<file path="src/rtl/xilinx_fifo_sync_reader.sv">
// Read-side adapter for a standard-mode (non-FWFT) block-RAM FIFO: issues RDEN against
// skid-buffer credit, captures DO after the read latency and presents a valid/ready stream.
module xilinx_fifo_sync_reader #(
    parameter int unsigned DATA_WIDTH = 4,
    parameter int unsigned DO_REG     = 0
) (
    input  logic                  clk,
    input  logic                  rstn,
    input  logic                  en,
    input  logic                  fifo_empty,
    input  logic                  fifo_rderr,
    input  logic [DATA_WIDTH-1:0] fifo_do,
    output logic                  fifo_rden,
    output logic                  m_valid,
    input  logic                  m_ready,
    output logic [DATA_WIDTH-1:0] m_data,
    output logic [1:0]            level,
    output logic                  rd_err
);
    localparam int unsigned RL        = 1 + DO_REG;
    localparam int unsigned BUF_DEPTH = RL + 1;
    localparam logic [1:0]  LAST      = 2'(BUF_DEPTH - 1);

    logic [RL-1:0]         infl_q, infl_d;
    logic [DATA_WIDTH-1:0] mem_q [4];
    logic [1:0]            wptr_q, rptr_q;
    logic [1:0]            level_q, level_d;
    logic                  rd_err_q;
    logic [1:0]            inflight;
    logic                  pop, cap, credit_ok;

    function automatic logic [1:0] wrap_inc(input logic [1:0] p);
        return (p == LAST) ? 2'd0 : p + 2'd1;
    endfunction

    assign inflight = 2'($countones(infl_q));
    assign pop      = m_valid & m_ready;
    // Tail of the in-flight shift register marks the cycle FIFO_DO carries the word.
    assign cap      = infl_q[RL-1];

    // Compare as (level + inflight) < (depth + pop) so nothing can underflow.
    assign credit_ok = ({1'b0, level_q} + {1'b0, inflight}) < (3'(BUF_DEPTH) + {2'b00, pop});
    assign fifo_rden = rstn & en & ~fifo_empty & credit_ok;

    if (RL == 1) begin : g_rl1
        assign infl_d = fifo_rden;
    end else begin : g_rln
        assign infl_d = {infl_q[RL-2:0], fifo_rden};
    end

    assign level_d = level_q + {1'b0, cap} - {1'b0, pop};

    always_ff @(posedge clk) begin
        if (!rstn) begin
            infl_q   <= '0;
            wptr_q   <= 2'd0;
            rptr_q   <= 2'd0;
            level_q  <= 2'd0;
            rd_err_q <= 1'b0;
            for (int i = 0; i < 4; i++) begin
                mem_q[i] <= '0;
            end
        end else begin
            infl_q   <= infl_d;
            level_q  <= level_d;
            rd_err_q <= rd_err_q | fifo_rderr;
            if (cap) begin
                mem_q[wptr_q] <= fifo_do;
                wptr_q        <= wrap_inc(wptr_q);
            end
            if (pop) begin
                rptr_q <= wrap_inc(rptr_q);
            end
        end
    end

    assign m_data  = mem_q[rptr_q];
    assign m_valid = (level_q != 2'd0);
    assign level   = level_q;
    assign rd_err  = rd_err_q;

    a_no_overflow: assert property (@(posedge clk) disable iff (!rstn)
        !(cap && !pop && (level_q == 2'(BUF_DEPTH))))
        else $error("skid buffer overflow");

endmodule

</file>
<file path="config.mk">
export PLATFORM = sky130hd
export DESIGN_NAME = xilinx_fifo_sync_reader
export DESIGN_NICKNAME = d
export VERILOG_FILES = /design/src/rtl/xilinx_fifo_sync_reader.sv
export SDC_FILE = /design/constraint.sdc
export NUM_CORES = 1
export LEC_CHECK = 0
export ABC_AREA = 0
export BUFFER_PORTS_ARGS = -buffer_cell sky130_fd_sc_hd__buf_2
export CORE_UTILIZATION = 45
export CTS_CLUSTER_SIZE = 12
export DETAILED_ROUTE_END_ITERATION = 7
export PLACE_DENSITY = 0.67
export SETUP_SLACK_MARGIN = 0.05
export SLEW_MARGIN = 20
export SYNTH_ARGS = -nofsm -noshare
export SYNTH_HDL_FRONTEND = slang
export SYNTH_SLANG_ARGS = --single-unit
</file>
<file path="constraint.sdc">
create_clock -name clk -period 2.7 [get_ports clk]
set_clock_uncertainty 0.1 [all_clocks]
set_input_delay 0.405 -clock clk [delete_from_list [all_inputs] [get_ports clk]]
set_output_delay 0.405 -clock clk [all_outputs]
set_load 0.02 [all_outputs]
</file>
==> impl_metrics.csv, run 1 <==
group,metric,value,unit
outcome,outcome,"finished clean",
critical_path,worst-path-max-fanout,11,
synth,yosys_warnings,0,
grt,gr-usage-all-layers,17.23,%
grt,overflow,0,
power_and_ir_drop,p_sw,279.6,uW
floorplan,die_h,51.80,um
cts,cts_tree,"done",
cts,clock_path_buffers,2,
placed_design,portBuffers,18,
timing,max_slew_margin,51.89,%
synth,yosys-top-cells-area,"edfxtp_1 43%, dfxtp_1 18%, mux4_2 8.1%",
timing,finalCritPeriodShare,83.33,%
placed_design,pre_cts_slack,0.7955,ns
timing,fin_ws,0.4500,ns
synth,synthFlopType,"edfxtp_1",
layout,diodes,0,
layout,layout-drive-gt1-share,25.69,%
synth,synth_top_cells_by_count,"16 x edfxtp_1, 13 x and2_1, 10 x dfxtp_1",
grt,grt_pass1_wl,3.160,mm
layout,final_util,55.53,%
routing,routed-via-count,706,
run,cap_violations,0,
cts,htreeDepth,1,
power_and_ir_drop,clkPwrFrac,18.2,%
cts,cts_setup_buffers,0,
floorplan,die_x,51.80,um
power_and_ir_drop,vdd_ir_drop_max,0.4140,mV
power_and_ir_drop,combPwrFrac,25.8,%
routing,routed_wl,1.931,mm
timing,finalCriticalPeriod,2.250,ns
timing,worst_pin_slew,0.7140,ns
power_and_ir_drop,p_int,634.9,uW
floorplan,core_area,0.002276,mm2
placed_design,gp_congestion,0.7496,
cts,cts_made_buffers,3,
critical_path,critPathKind,"flop to primary output",
layout,final_nets,123,
floorplan,io_pins,19,
floorplan,rows,17,
critical_path,cp-end-kind,"primary output",
routing,drtIter0Drc,9,
cts,clk_latency,0.32,ns
timing,hold_viol,0,
synth,syn_inst,88,
cts,holdBufCountCts,0,
synth,synth.most_common_cell,"edfxtp_1",
timing,setup_tns,0,ns
timing,holdWs,0.1619,ns
synth,syn_nets,101,
grt,grt_pass1_vias,727,
layout,area_growth,13.23,%
synth,yosysUniqueCellTypes,21,
timing,drv_slew,0,
synth,synth-seq-area-share,60.99,%
cts,post_cts_resize_count,0,
cts,cts_root_buf,"clkbuf_4",
routing,antenna_left,0,
power_and_ir_drop,swShare,30.57,%
synth,synth_top_cell_by_area,"edfxtp_1",
critical_path,cp.required,2.19,ns
grt,grt_max_degree,15,
routing,drt_first_pass_iters,4,
routing,drc_errors,0,
timing,rsz0062_at_grt,"no",
floorplan,initial_core_util,49.04,%
synth,synth.ff_latch_count,26,
timing,max_freq,0.4444,GHz
critical_path,arrival,1.74,ns
floorplan,die_area,0.002683,mm2
power_and_ir_drop,power_density,723.7,mW/mm2
power_and_ir_drop,p_seq_share,56.0,%
power_and_ir_drop,p_leak,0.0005229,uW
routing,wl_per_cell,14.09,um
routing,vias_per_cell,5.153,
synth,ys_async_sr_fraction,0,%
synth,synth-edff-count,16,
grt,antenna_found_initial,0,
timing,setup_viol,0,
critical_path,crit_path_start_kind,"flop",
placed_design,post-dp-hpwl,1.539,mm
worst_hold_path,min_path_type,"input pin to flop",
cts,cts.sinks,26,
synth,syn_area,0.001116,mm2
synth,synth.avg_cell_area,12.68,um2
synth,yosysTopAreaCellShare,43.05,%
cts,path_clk_slew,0.12,ns
==> sequential cells by signal, summed over array words and instances (netlist names), named ones only <==
signal	count
level	2
wptr_q	2
rd_err	1
mem_q	16
cap	1
rptr_q	2
==> path summary, 6_finish.rpt <==
check / start / endpoint / slack, ns / cells past startpoint
max: cap / fifo_rden / 0.45 / 5
min: fifo_empty / cap / 0.16 / 2
max reg2reg: cap / mem_q[0][0] / 0.97 / 2
min reg2reg: rptr_q[1] / rptr_q[1] / 0.36 / 2
==> power groups by stage <==
stage          combinational (uW)  clock, uW  sequential [uW]
2_1_floorplan                 164          0              525
3_3_place_gp                  234          0              519
3_5_place_dp                  239          0              523
4_1_cts                       239        170              514
5_1_grt                       264        184              521
6_report                      236        166              512
==> routing by layer <==
layer	GRT usage (%)	share of wire, %	vias to the layer above
li1	-	-	360
met1	20.11	42	335
met2	30.52	55	9
met3	2.924	2.3	2
met4	8.108	0.88	0
met5	0	0	-
==> through the flow <==
stage / total power, uW / instances / area, um2
after CTS: 923.5 / 137 / 1264
after floorplan: 688.9 / 88 / 1116
after global routing: 969.9 / 137 / 1264
after detailed placement: 762.1 / 133 / 1237
after global placement: 753.7 / 133 / 1237
final: 914.5 / 137 / 1264
==> layout by cell type (no fill, tap or decap), types with 2 or more instances in the layout <==
| master | Yosys | layout |
|---|---|---|
| nand2b_1 | 2 | 2 |
| and3_1 | 4 | 4 |
| clkbuf_4 | 0 | 3 |
| xnor2_1 | 2 | 2 |
| dfxtp_1 | 10 | 10 |
| nor2_1 | 7 | 7 |
| edfxtp_1 | 16 | 16 |
| and2_1 | 13 | 13 |
| o21ai_0 | 5 | 5 |
| nor4b_1 | 2 | 2 |
| buf_2 | 0 | 18 |
| a21oi_1 | 5 | 5 |
| ha_1 | 3 | 3 |
| inv_1 | 3 | 3 |
| mux4_2 | 4 | 4 |
| nand2_1 | 5 | 5 |
==> cell families (layout without fill, tap and decap cells) <==
group | Yosys count | count (layout) | share of synthesized area, %
buf+inv | 4 | 25 | 1.345
flops | 26 | 26 | 60.99
compound gates | 13 | 13 | 6.501
fa+ha+maj | 3 | 3 | 3.364
xor+xnor | 3 | 3 | 2.355
simple gates | 35 | 35 | 17.38
mux | 4 | 4 | 8.072
==> critical path, cell delays in order, from the launching register on <==
cell and delay (ns):
dfxtp_1 0.50, ha_1 0.21, ha_1 0.21, o21ai_1 0.08
nor4b_1 0.22, buf_2 0.21
==> area by class of cell <==
class / instances / area [um2]
Clock buffer: 4 / 26.28
Multi-Input combinational cell: 58 / 420.4
Fill cell: 202 / 1012
Timing Repair Buffer: 18 / 90.09
Sequential cell: 26 / 680.7
Tap cell: 28 / 35.03
Inverter: 3 / 11.26
(Power assumes the default switching activity.)
==> inputs of run 2 (changes only) <==
Clock period 2.7 ns to 2.2 ns, I/O delays scaled along.
==> run 2 against run 1 <==
Critical path depth unchanged. Combinational power grew 36%. Sequential share of layout area decreased by 2.2 points. Die area unchanged. Register-to-register slack worse by 0.63 ns. Setup slack lost 0.28 ns. Highest routed layer unchanged. Largest power group unchanged. Sequential power up 22%. Routed wire length grew 1.1%.
==> impl_metrics.csv, run 2 (synthesis gave the netlist of run 1 again) <==
group,metric,value,unit
critical_path,r2r.worst_path.cells,7,
power_and_ir_drop,combPwrFrac,27.2,%
grt,gr-usage-all-layers,16.79,%
critical_path,worstPathCellList,"ha_1 > ha_1 > o21ai_1 > nor4b_2 > buf_2",
worst_hold_path,worstHoldStart,"fifo_empty",
critical_path,cp_top_family,"adder cells",
timing,worst_pin_slew,0.5506,ns
placed_design,post-dp-hpwl,1.493,mm
power_and_ir_drop,clkPwrFrac,19.6,%
routing,vias_per_cell,5.315,
power_and_ir_drop,vdd_ir_drop_max,0.5383,mV
critical_path,reg2reg_setup_slack,0.34,ns
timing,setup_viol,0,
timing,finalCriticalPeriod,2.032,ns
routing,antenna_left,0,
critical_path,critPathMaxStageDelay,0.37,ns
critical_path,cp.required,1.77,ns
critical_path,critPathKind,"flop to primary output",
outcome,outcome,"finished clean",
placed_design,portBuffers,18,
grt,antenna_found_initial,0,
cts,cts_root_buf,"clkbuf_4",
cts,clk_latency,0.31,ns
layout,final_nets,129,
layout,regMostFlops,"mem_q",
grt,grt_pass1_vias,718,
timing,hold_viol,0,
cts,cts_made_buffers,3,
layout,final_cell_mix,"18 x buf_2, 16 x edfxtp_1, 13 x and2_1",
critical_path,crit_top_cell,"ha_1",
timing,max_slew_margin,62.90,%
grt,overflow,0,
routing,wl_per_cell,13.66,um
critical_path,r2r-end,"level[1]",
critical_path,cp-end-kind,"primary output",
critical_path,r2r_start,"level[0]",
timing,setup_tns,0,ns
layout,mostFrequentLayoutCell,"buf_2",
floorplan,rows,17,
timing,finalCritPeriodShare,92.38,%
floorplan,initial_core_util,49.04,%
cts,path_clk_slew,0.13,ns
routing,wl_met1,832,um
critical_path,crit_path_start_kind,"flop",
placed_design,gp_congestion,0.7522,
routing,drtIter0Drc,8,
routing,drc_errors,0,
worst_hold_path,min_path_type,"input pin to flop",
power_and_ir_drop,p_leak,0.0005630,uW
worst_hold_path,hold_depth,2,
routing,dr_wl_met2,1.040,mm
critical_path,cp.depth,5,
grt,grt_max_degree,15,
power_and_ir_drop,swShare,29.58,%
critical_path,path_buf_inv,1,
critical_path,worst-path-max-fanout,4,
floorplan,die_h,51.80,um
floorplan,core_area,0.002276,mm2
routing,routed-via-count,760,
grt,grt_pass1_wl,3.111,mm
layout,layout-drive-gt1-share,33.04,%
layout,area_growth,19.39,%
critical_path,arrival,1.60,ns
floorplan,die_area,0.002683,mm2
timing,rsz0062_at_grt,"no",
timing,max_freq,0.4920,GHz
power_and_ir_drop,p_seq_share,53.2,%
critical_path,worst_path_max_delay_cell,"dfxtp_4",
cts,htreeDepth,1,
routing,top_layer_used,"met4",
layout,diodes,0,
cts,holdBufCountCts,0,
power_and_ir_drop,p_int,828.2,uW
cts,cts.sinks,26,
power_and_ir_drop,power_density,882.6,mW/mm2
layout,final_util,58.55,%
timing,drv_slew,0,
routing,drt_first_pass_iters,4,
floorplan,io_pins,19,
routing,routed_wl,1.953,mm
cts,clock_path_buffers,2,
cts,cts_tree,"done",
floorplan,die_x,51.80,um
layout,largest_register_ffs,16,
power_and_ir_drop,p_sw,347.9,uW
worst_hold_path,whs_endpoint,"cap",
power_and_ir_drop,power,1176,uW
routing,wl_met3,67,um
run,cap_violations,0,
run 2: changes by cell type in the layout (fill, tap and decap cells not counted), sizes merged:
cell  delta
buf      +6
run 2: metal layers:
| layer | GRT usage, % | up-vias |
|---|---|---|
| li1 | - | 371 |
| met1 | 19.96 | 370 |
| met2 | 31.39 | 17 |
| met3 | 1.754 | 2 |
| met4 | 5.405 | 0 |
| met5 | 0 | - |
run 2: worst max path at each step:
stage	from	to	slack [ns]
after floorplan	level[0]	fifo_rden	0.33
after global placement	cap	fifo_rden	0.45
after detailed placement	cap	fifo_rden	0.39
after CTS	level[0]	fifo_rden	0.1
after global routing	level[0]	fifo_rden	0.05
final	level[0]	fifo_rden	0.17
run 2: final cells by class:
class,instances,area (um2)
Sequential cell,26,688.2
Inverter,3,11.26
Multi-Input combinational cell,58,426.7
Clock buffer,4,36.28
Timing Repair Buffer,24,135.1
Fill cell,198,943.4
Tap cell,28,35.03
run 2: repair_timing:
action / 4_1_cts / 5_1_grt
cloned: 0 / 0
hold endpoints to repair: 0 / 0
resized for setup: 1 / 3
endpoints found under the setup margin: 1 / 1
buffers inserted: 0 / 3
run 2: power by group through the flow:
stage / Clock (uW) / Combinational (uW) / Sequential (uW)
detailed placement: 0 / 302 / 640
global placement: 0 / 295 / 637
CTS: 238 / 303 / 630
finish: 231 / 320 / 626
floorplan: 0 / 202 / 645
global route: 251 / 353 / 636
run 2: stage by stage:
stage                     area [um2]  hold slack, ns  worst slack [ns]  std cells
after floorplan                 1122          0.3067            0.3258         88
final                           1333         0.08313            0.1677        143
after global routing            1333         0.06794           0.05017        143
after detailed placement        1266          0.3355            0.3870        136
after global placement          1266          0.3323            0.4495        136
after CTS                       1304         0.07740           0.09657        140
